### src/rtl/philv_mem_pkg.sv
// Shared types and defaults for the PhilosophyV memory arbiter.
// Imported by the arbiter top and its winner-select helper.
package philv_mem_pkg;

  typedef enum logic {
    IDLE,
    WAIT
  } state_t;

  typedef enum logic {
    OWN_IF,
    OWN_DM
  } owner_t;

  localparam int DEF_MEM_LATENCY    = 1;
  localparam int DEF_MAX_FETCH_WAIT = 4;

endpackage

### src/rtl/philv_mem_arb_pick.sv
// Winner selection between fetch and data requesters.
// Data wins ties unless fetch has waited MAX_FETCH_WAIT grants.
module philv_mem_arb_pick
  import philv_mem_pkg::*;
#(
  parameter int MAX_FETCH_WAIT = DEF_MAX_FETCH_WAIT,
  parameter int CW             = 3
) (
  input  logic          if_req,
  input  logic          dm_req,
  input  logic [CW-1:0] starve_cnt,
  output logic          pick_if,
  output logic          pick_dm
);

  localparam logic [CW-1:0] MAXC = CW'(MAX_FETCH_WAIT);

  logic w_starved;

  assign w_starved = (starve_cnt == MAXC);
  assign pick_if   = if_req & (~dm_req | w_starved);
  assign pick_dm   = dm_req & ~pick_if;

endmodule

### src/rtl/philv_mem_arbiter.sv
// Single-port memory arbiter: fetch vs load/store, one access
// outstanding, data priority with bounded fetch starvation.
module philv_mem_arbiter
  import philv_mem_pkg::*;
#(
  parameter int N              = 32,
  parameter int MEM_LATENCY    = DEF_MEM_LATENCY,
  parameter int MAX_FETCH_WAIT = DEF_MAX_FETCH_WAIT
) (
  input  logic         clk,
  input  logic         rst,
  input  logic         if_req,
  input  logic [N-1:0] if_addr,
  output logic         if_gnt,
  output logic         if_rvalid,
  output logic [N-1:0] if_rdata,
  input  logic         dm_req,
  input  logic         dm_we,
  input  logic [N-1:0] dm_addr,
  input  logic [N-1:0] dm_wdata,
  output logic         dm_gnt,
  output logic         dm_rvalid,
  output logic [N-1:0] dm_rdata,
  output logic         mem_wr_ena,
  output logic [N-1:0] mem_addr,
  output logic [N-1:0] mem_din,
  input  logic [N-1:0] mem_dout
);

  localparam int CW = $clog2(MAX_FETCH_WAIT + 1);
  localparam int LW = $clog2(MEM_LATENCY + 1);
  localparam logic [CW-1:0] MAXC = CW'(MAX_FETCH_WAIT);
  localparam logic [CW-1:0] CONE = CW'(1);
  localparam logic [LW-1:0] LONE = LW'(1);
  localparam logic [LW-1:0] LLOAD = LW'(MEM_LATENCY);

  state_t        r_state;
  owner_t        r_owner;
  logic          r_we;
  logic [N-1:0]  r_addr;
  logic [LW-1:0] r_lat;
  logic [CW-1:0] r_starve;

  logic w_idle;
  logic w_pick_if;
  logic w_pick_dm;
  logic w_if_gnt;
  logic w_dm_gnt;
  logic w_last;

  philv_mem_arb_pick #(
    .MAX_FETCH_WAIT(MAX_FETCH_WAIT),
    .CW            (CW)
  ) u_pick (
    .if_req    (if_req),
    .dm_req    (dm_req),
    .starve_cnt(r_starve),
    .pick_if   (w_pick_if),
    .pick_dm   (w_pick_dm)
  );

  // rst gates grants so outputs read 0 while reset is held
  assign w_idle   = (r_state == IDLE) & ~rst;
  assign w_if_gnt = w_idle & w_pick_if;
  assign w_dm_gnt = w_idle & w_pick_dm;
  assign w_last   = (r_state == WAIT) & (r_lat == LONE);

  assign if_gnt     = w_if_gnt;
  assign dm_gnt     = w_dm_gnt;
  assign mem_wr_ena = w_dm_gnt & dm_we;
  assign mem_din    = w_dm_gnt ? dm_wdata : '0;
  assign mem_addr   = w_if_gnt ? if_addr :
                      w_dm_gnt ? dm_addr : r_addr;

  assign if_rvalid = w_last & (r_owner == OWN_IF);
  assign dm_rvalid = w_last & (r_owner == OWN_DM);
  assign if_rdata  = if_rvalid ? mem_dout : '0;
  assign dm_rdata  = (dm_rvalid & ~r_we) ? mem_dout : '0;

  always_ff @(posedge clk or posedge rst) begin
    if (rst) begin
      r_state  <= IDLE;
      r_owner  <= OWN_IF;
      r_we     <= 1'b0;
      r_addr   <= '0;
      r_lat    <= '0;
      r_starve <= '0;
    end else begin
      unique case (r_state)
        IDLE: begin
          if (w_if_gnt | w_dm_gnt) begin
            r_state <= WAIT;
            r_owner <= w_dm_gnt ? OWN_DM : OWN_IF;
            r_we    <= w_dm_gnt & dm_we;
            r_addr  <= mem_addr;
            r_lat   <= LLOAD;
          end
          if (w_if_gnt | ~if_req)
            r_starve <= '0;
          else if (w_dm_gnt && r_starve != MAXC)
            r_starve <= r_starve + CONE;
        end
        WAIT: begin
          r_lat <= r_lat - LONE;
          if (r_lat == LONE)
            r_state <= IDLE;
        end
        default: r_state <= IDLE;
      endcase
    end
  end

endmodule

### config.mk
export PLATFORM = sky130hd
export DESIGN_NAME = philv_mem_arbiter
export DESIGN_NICKNAME = d
export VERILOG_FILES = /design/src/rtl/philv_mem_pkg.sv /design/src/rtl/philv_mem_arb_pick.sv /design/src/rtl/philv_mem_arbiter.sv
export SDC_FILE = /design/constraint.sdc
export NUM_CORES = 1
export LEC_CHECK = 0
export CORE_MARGIN = 2
export CORE_UTILIZATION = 28
export CTS_CLUSTER_DIAMETER = 60
export DETAILED_ROUTE_END_ITERATION = 8
export HOLD_SLACK_MARGIN = 0.1
export PLACE_DENSITY = 0.78
export SETUP_SLACK_MARGIN = 0.02
export SYNTH_ARGS = -nofsm -noshare
export SYNTH_HDL_FRONTEND = slang
export SYNTH_HIERARCHICAL = 1
export SYNTH_SLANG_ARGS = --single-unit
### constraint.sdc
create_clock -name clk -period 2.3 [get_ports clk]
set_input_delay 0.23 -clock clk [delete_from_list [all_inputs] [get_ports clk]]
set_output_delay 0.23 -clock clk [all_outputs]
set_load 0.1 [all_outputs]
==> run_summary.xml <==
<?xml version="1.0" encoding="UTF-8"?>
<metrics>
  <group name="logic_synthesis">
    <metric name="async_reset_ff_frac" unit="">1.00</metric>
    <metric name="synth-xor-area-share" unit="">0</metric>
    <metric name="synth-main-ff-cell" unit="">sky130_fd_sc_hd__dfrtp_1</metric>
    <metric name="synth.net_count" unit="">432</metric>
    <metric name="synth_fa_ha_area_frac" unit="">0.00882</metric>
    <metric name="most_area_consuming_cells_after_synthesis" unit="">sky130_fd_sc_hd__dfrtp_1 (34%), sky130_fd_sc_hd__and2_1 (29%), sky130_fd_sc_hd__a221o_1 (23%)</metric>
    <metric name="post_synth_and_or_nand_nor_area_fraction" unit="">0.322</metric>
    <metric name="compound_gate_portion_of_the_synthesized_area" unit="">0.253</metric>
    <metric name="synth.most_common_cell" unit="">sky130_fd_sc_hd__and2_1</metric>
    <metric name="ys_top_cells_by_count" unit="">sky130_fd_sc_hd__and2_1 (130), sky130_fd_sc_hd__a221o_1 (64), sky130_fd_sc_hd__dfrtp_1 (39), sky130_fd_sc_hd__clkbuf_1 (14), sky130_fd_sc_hd__buf_6 (7)</metric>
    <metric name="synth_sequential_area_ratio" unit="">0.344</metric>
    <metric name="yosysUniqueCellTypes" unit="">29</metric>
    <metric name="synth_cells" unit="">297</metric>
    <metric name="post_synth_instance_area" unit="um2">2840</metric>
    <metric name="fraction_of_synthesized_area_in_multiplexers" unit="">0.00750</metric>
    <metric name="yosysTopAreaCell" unit="">sky130_fd_sc_hd__dfrtp_1</metric>
    <metric name="postSynthAreaPerCell" unit="um2">9.55</metric>
    <metric name="number_of_synthesized_flops_with_an_enable_pin" unit="">0</metric>
    <metric name="ys_ff_latch" unit="">39</metric>
    <metric name="synth.top_cell.area_share" unit="">0.344</metric>
    <metric name="largest_family_of_logic_cells_by_synthesized_area" unit="">simple AND/OR/NAND/NOR gates</metric>
    <metric name="total_number_of_yosys_warnings" unit="">6</metric>
  </group>
  <group name="detailed_routing">
    <metric name="ant_nets" unit="">0</metric>
    <metric name="route.detailed.wl_per_inst" unit="um">20.3</metric>
    <metric name="drt_first_pass_iters" unit="">4</metric>
    <metric name="postRouteWirelength" unit="mm">14.8</metric>
    <metric name="detailroute.via_count" unit="">3618</metric>
    <metric name="drt_first_iter_violations" unit="">109</metric>
    <metric name="post_drt_via_cell_ratio" unit="">4.97</metric>
    <metric name="drc" unit="">0</metric>
  </group>
  <group name="floorplan">
    <metric name="rows" unit="">36</metric>
    <metric name="die_h" unit="um">105</metric>
    <metric name="io_pins" unit="">266</metric>
    <metric name="core-area" unit="um2">9820</metric>
    <metric name="die_width" unit="um">105</metric>
    <metric name="floorplan.initialDensity" unit="">0.289</metric>
    <metric name="die-area" unit="um2">11000</metric>
  </group>
  <group name="clock_tree">
    <metric name="clock_latency" unit="ns">0.28</metric>
    <metric name="tritoncts.num_buffers" unit="">5</metric>
    <metric name="ctsHtreeMaxLevel" unit="">2</metric>
    <metric name="cts_sinks" unit="">39</metric>
    <metric name="cts_tree" unit="">done</metric>
    <metric name="clock_tree.buffer_depth" unit="">2</metric>
    <metric name="cts_hold_buf" unit="">0</metric>
    <metric name="cts_root_buf" unit="">sky130_fd_sc_hd__clkbuf_8</metric>
    <metric name="clk_transition_reported_paths" unit="ns">0.08</metric>
  </group>
  <group name="worst_setup_path">
    <metric name="r2r_start" unit="">r_starve[1]</metric>
    <metric name="critical_path_depth" unit="">7</metric>
    <metric name="critical_path_arrival" unit="ns">2.40</metric>
    <metric name="most_numerous_cell_on_the_critical_path" unit="">sky130_fd_sc_hd__buf_12</metric>
    <metric name="critical_path.startpoint_type" unit="">register</metric>
    <metric name="slowest_delay" unit="ns">0.44</metric>
    <metric name="cp_num_buf_inv" unit="">2</metric>
    <metric name="r2r.worst_path.cells" unit="">8</metric>
    <metric name="worst_setup_path_end_kind" unit="">output port</metric>
    <metric name="cp_top_family" unit="">simple AND/OR/NAND/NOR gates</metric>
    <metric name="setup.worst_path.class" unit="">reg -&gt; out</metric>
    <metric name="path_cells" unit="">or3b_4, o21a_1, nor3b_4, nor2b_4, buf_12, a221o_4, buf_12</metric>
    <metric name="critical-path-slowest-cell" unit="">sky130_fd_sc_hd__a221o_4</metric>
    <metric name="critPathLaunch" unit="">r_starve[1]</metric>
    <metric name="crit_fanout" unit="">11</metric>
    <metric name="worst_ep_required_time" unit="ns">2.07</metric>
  </group>
  <group name="outcome">
    <metric name="violations" unit="">negative setup slack</metric>
    <metric name="status" unit="">complete, but fails checks</metric>
  </group>
  <group name="timing">
    <metric name="timing_max_transition_violations_final" unit="">0</metric>
    <metric name="worst_slew_pin_slew" unit="ns">0.509</metric>
    <metric name="layout_worst_path_cycle_share" unit="">1.15</metric>
    <metric name="clock-skew-final" unit="ns">0.00221</metric>
    <metric name="grt_setup_unrepaired" unit="">yes</metric>
    <metric name="fin_ws" unit="ns">-0.335</metric>
    <metric name="timing.final.crit_period" unit="ns">2.63</metric>
    <metric name="hold_vio_cnt_final" unit="">0</metric>
    <metric name="hold_ws" unit="ns">0.486</metric>
    <metric name="timing.fmax" unit="MHz">380</metric>
    <metric name="setup_viol_count_final" unit="">65</metric>
    <metric name="relSlewSlack" unit="">0.661</metric>
  </group>
  <group name="power_and_ir_drop">
    <metric name="power_per_cell_area" unit="nW/um2">985</metric>
    <metric name="ir_drop" unit="V">0.000777</metric>
    <metric name="swShare" unit="">0.536</metric>
    <metric name="power.static_leakage" unit="nW">3.47</metric>
    <metric name="pwr-share-comb" unit="">0.791</metric>
    <metric name="power.switching" unit="W">0.00415</metric>
    <metric name="sequentialPowerShare" unit="">0.142</metric>
    <metric name="clk_network_pwr_share" unit="">0.066</metric>
    <metric name="int_power" unit="W">0.00360</metric>
  </group>
  <group name="final_layout">
    <metric name="final_nets" unit="">729</metric>
    <metric name="multi_input_combinational_cell_area" unit="um2">2100</metric>
    <metric name="post_route_cells_drive_above_1_share" unit="">0.454</metric>
    <metric name="post-route-util" unit="">0.801</metric>
    <metric name="sequential_cell_area" unit="um2">977</metric>
    <metric name="diodes" unit="">0</metric>
    <metric name="stdcell_count" unit="">728</metric>
    <metric name="fillCellCount" unit="">596</metric>
    <metric name="layout.cell_area.non_filler" unit="um2">7870</metric>
    <metric name="area_growth_syn_to_layout" unit="%">177</metric>
  </group>
  <group name="global_routing">
    <metric name="grt_pass1_vias" unit="">3810</metric>
    <metric name="track_usage" unit="">0.259</metric>
    <metric name="antenna_found_initial" unit="">0</metric>
    <metric name="grt.overflow.total" unit="">0</metric>
    <metric name="wire_length_of_the_first_global_routing_pass" unit="mm">22.3</metric>
    <metric name="grt_max_degree" unit="">53</metric>
  </group>
  <group name="placement">
    <metric name="gp_congestion" unit="">0.867</metric>
    <metric name="placement.cell_area" unit="um2">7570</metric>
    <metric name="place.port_buffers" unit="">265</metric>
    <metric name="placed_instances" unit="">707</metric>
    <metric name="place.detailed.hpwl" unit="mm">11.5</metric>
  </group>
  <group name="worst_hold_path">
    <metric name="holdCritPathClass" unit="">reg -&gt; reg</metric>
    <metric name="number_of_cells_on_the_worst_hold_path" unit="">1</metric>
    <metric name="hold_path.startpoint" unit="">r_lat</metric>
  </group>
  <group name="run">
    <metric name="max_cap_violations" unit="">0</metric>
  </group>
</metrics>
==> through the flow <==
step / total power (W) / setup WS (ns) / TNS, ns
final: 0.00775 / -0.335 / -11.86
after global routing: 0.00798 / -0.381 / -15.80
after CTS: 0.00773 / -0.294 / -9.36
after detailed placement: 0.00716 / -0.0223 / -0.0700
after global placement: 0.00708 / 0.000776 / 0
after floorplan: 0.00495 / -0.0825 / -0.593
==> what timing repair did <==
action,CTS,global route
pin swaps,2,4
gates cloned,2,2
setup endpoints to repair,66,68
setup buffers,3,6
gates resized for setup,2,9
endpoints found under the hold margin,0,0
==> cell type report <==
| cell class | instances | area share |
|---|---|---|
| Clock buffer | 8 | 0.0127 |
| Timing Repair Buffer | 317 | 0.572 |
| Inverter | 6 | 0.00334 |
| Multi-Input combinational cell | 225 | 0.267 |
| Tap cell | 133 | 0.0211 |
| Sequential cell | 39 | 0.124 |
==> layer usage <==
metal	routed length (um)	GRT usage
met5	0	0
met4	247	0.0524
met3	926	0.0605
met2	8170	0.496
met1	5410	0.292
==> placed cells by master, fill, tap and decap left out, types with 2 or more instances in the layout <==
cell type	synthesis	final
sky130_fd_sc_hd__buf_6	7	3
sky130_fd_sc_hd__nor3b_4	0	2
sky130_fd_sc_hd__a221o_4	0	29
sky130_fd_sc_hd__buf_12	0	135
sky130_fd_sc_hd__dfrtp_1	39	38
sky130_fd_sc_hd__a221o_2	0	3
sky130_fd_sc_hd__clkbuf_8	0	7
sky130_fd_sc_hd__inv_1	6	5
sky130_fd_sc_hd__a21boi_0	2	2
sky130_fd_sc_hd__a221o_1	64	32
sky130_fd_sc_hd__and2_1	130	93
sky130_fd_sc_hd__nor2_1	4	4
sky130_fd_sc_hd__o21ai_0	2	2
sky130_fd_sc_hd__and2_4	0	8
sky130_fd_sc_hd__ha_1	2	2
sky130_fd_sc_hd__and2_2	0	29
sky130_fd_sc_hd__a21oi_1	3	2
sky130_fd_sc_hd__buf_4	0	42
sky130_fd_sc_hd__clkbuf_16	0	2
sky130_fd_sc_hd__clkdlybuf4s50_1	0	132
==> worst paths after layout <==
path | endpoint | slack [ns]
worst min register to register | r_state | 0.49
worst max register to register | r_addr[19] | 0.04
worst max-delay path | mem_addr[26] | -0.33
worst min-delay path | r_state | 0.49
min in group asynchronous | r_starve[2] | 0.63
max in group asynchronous | r_state | 1.30
==> power by group through the flow <==
stage               clock (W)  sequential, W  combinational [W]
global route         0.000561        0.00113            0.00629
CTS                  0.000529        0.00110            0.00610
detailed placement          0        0.00110            0.00606
global placement            0        0.00109            0.00598
floorplan                   0        0.00106            0.00389
finish               0.000514        0.00110            0.00613
==> flip-flops by register name (all words and copies together), names as in the netlist <==
| name | count |
|---|---|
| r_addr | 32 |
| r_lat | 1 |
| r_owner | 1 |
| r_starve | 3 |
| r_state | 1 |
| r_we | 1 |
==> worst register-to-register path: cells and delay by family (launching register included) <==
| family | cells | cell delay [ns] |
|---|---|---|
| compound gates | 2 | 0.58 |
| buf+inv | 3 | 0.43 |
| simple gates | 3 | 0.75 |
| flops | 1 | 0.38 |
==> logic make-up after synthesis <==
logic type      Yosys count
compound gates           76
fa+ha+maj                 2
buf+inv                  33
flops                    39
mux                       2
simple gates            145
No activity file was read; power rests on OpenSTA's default activity.
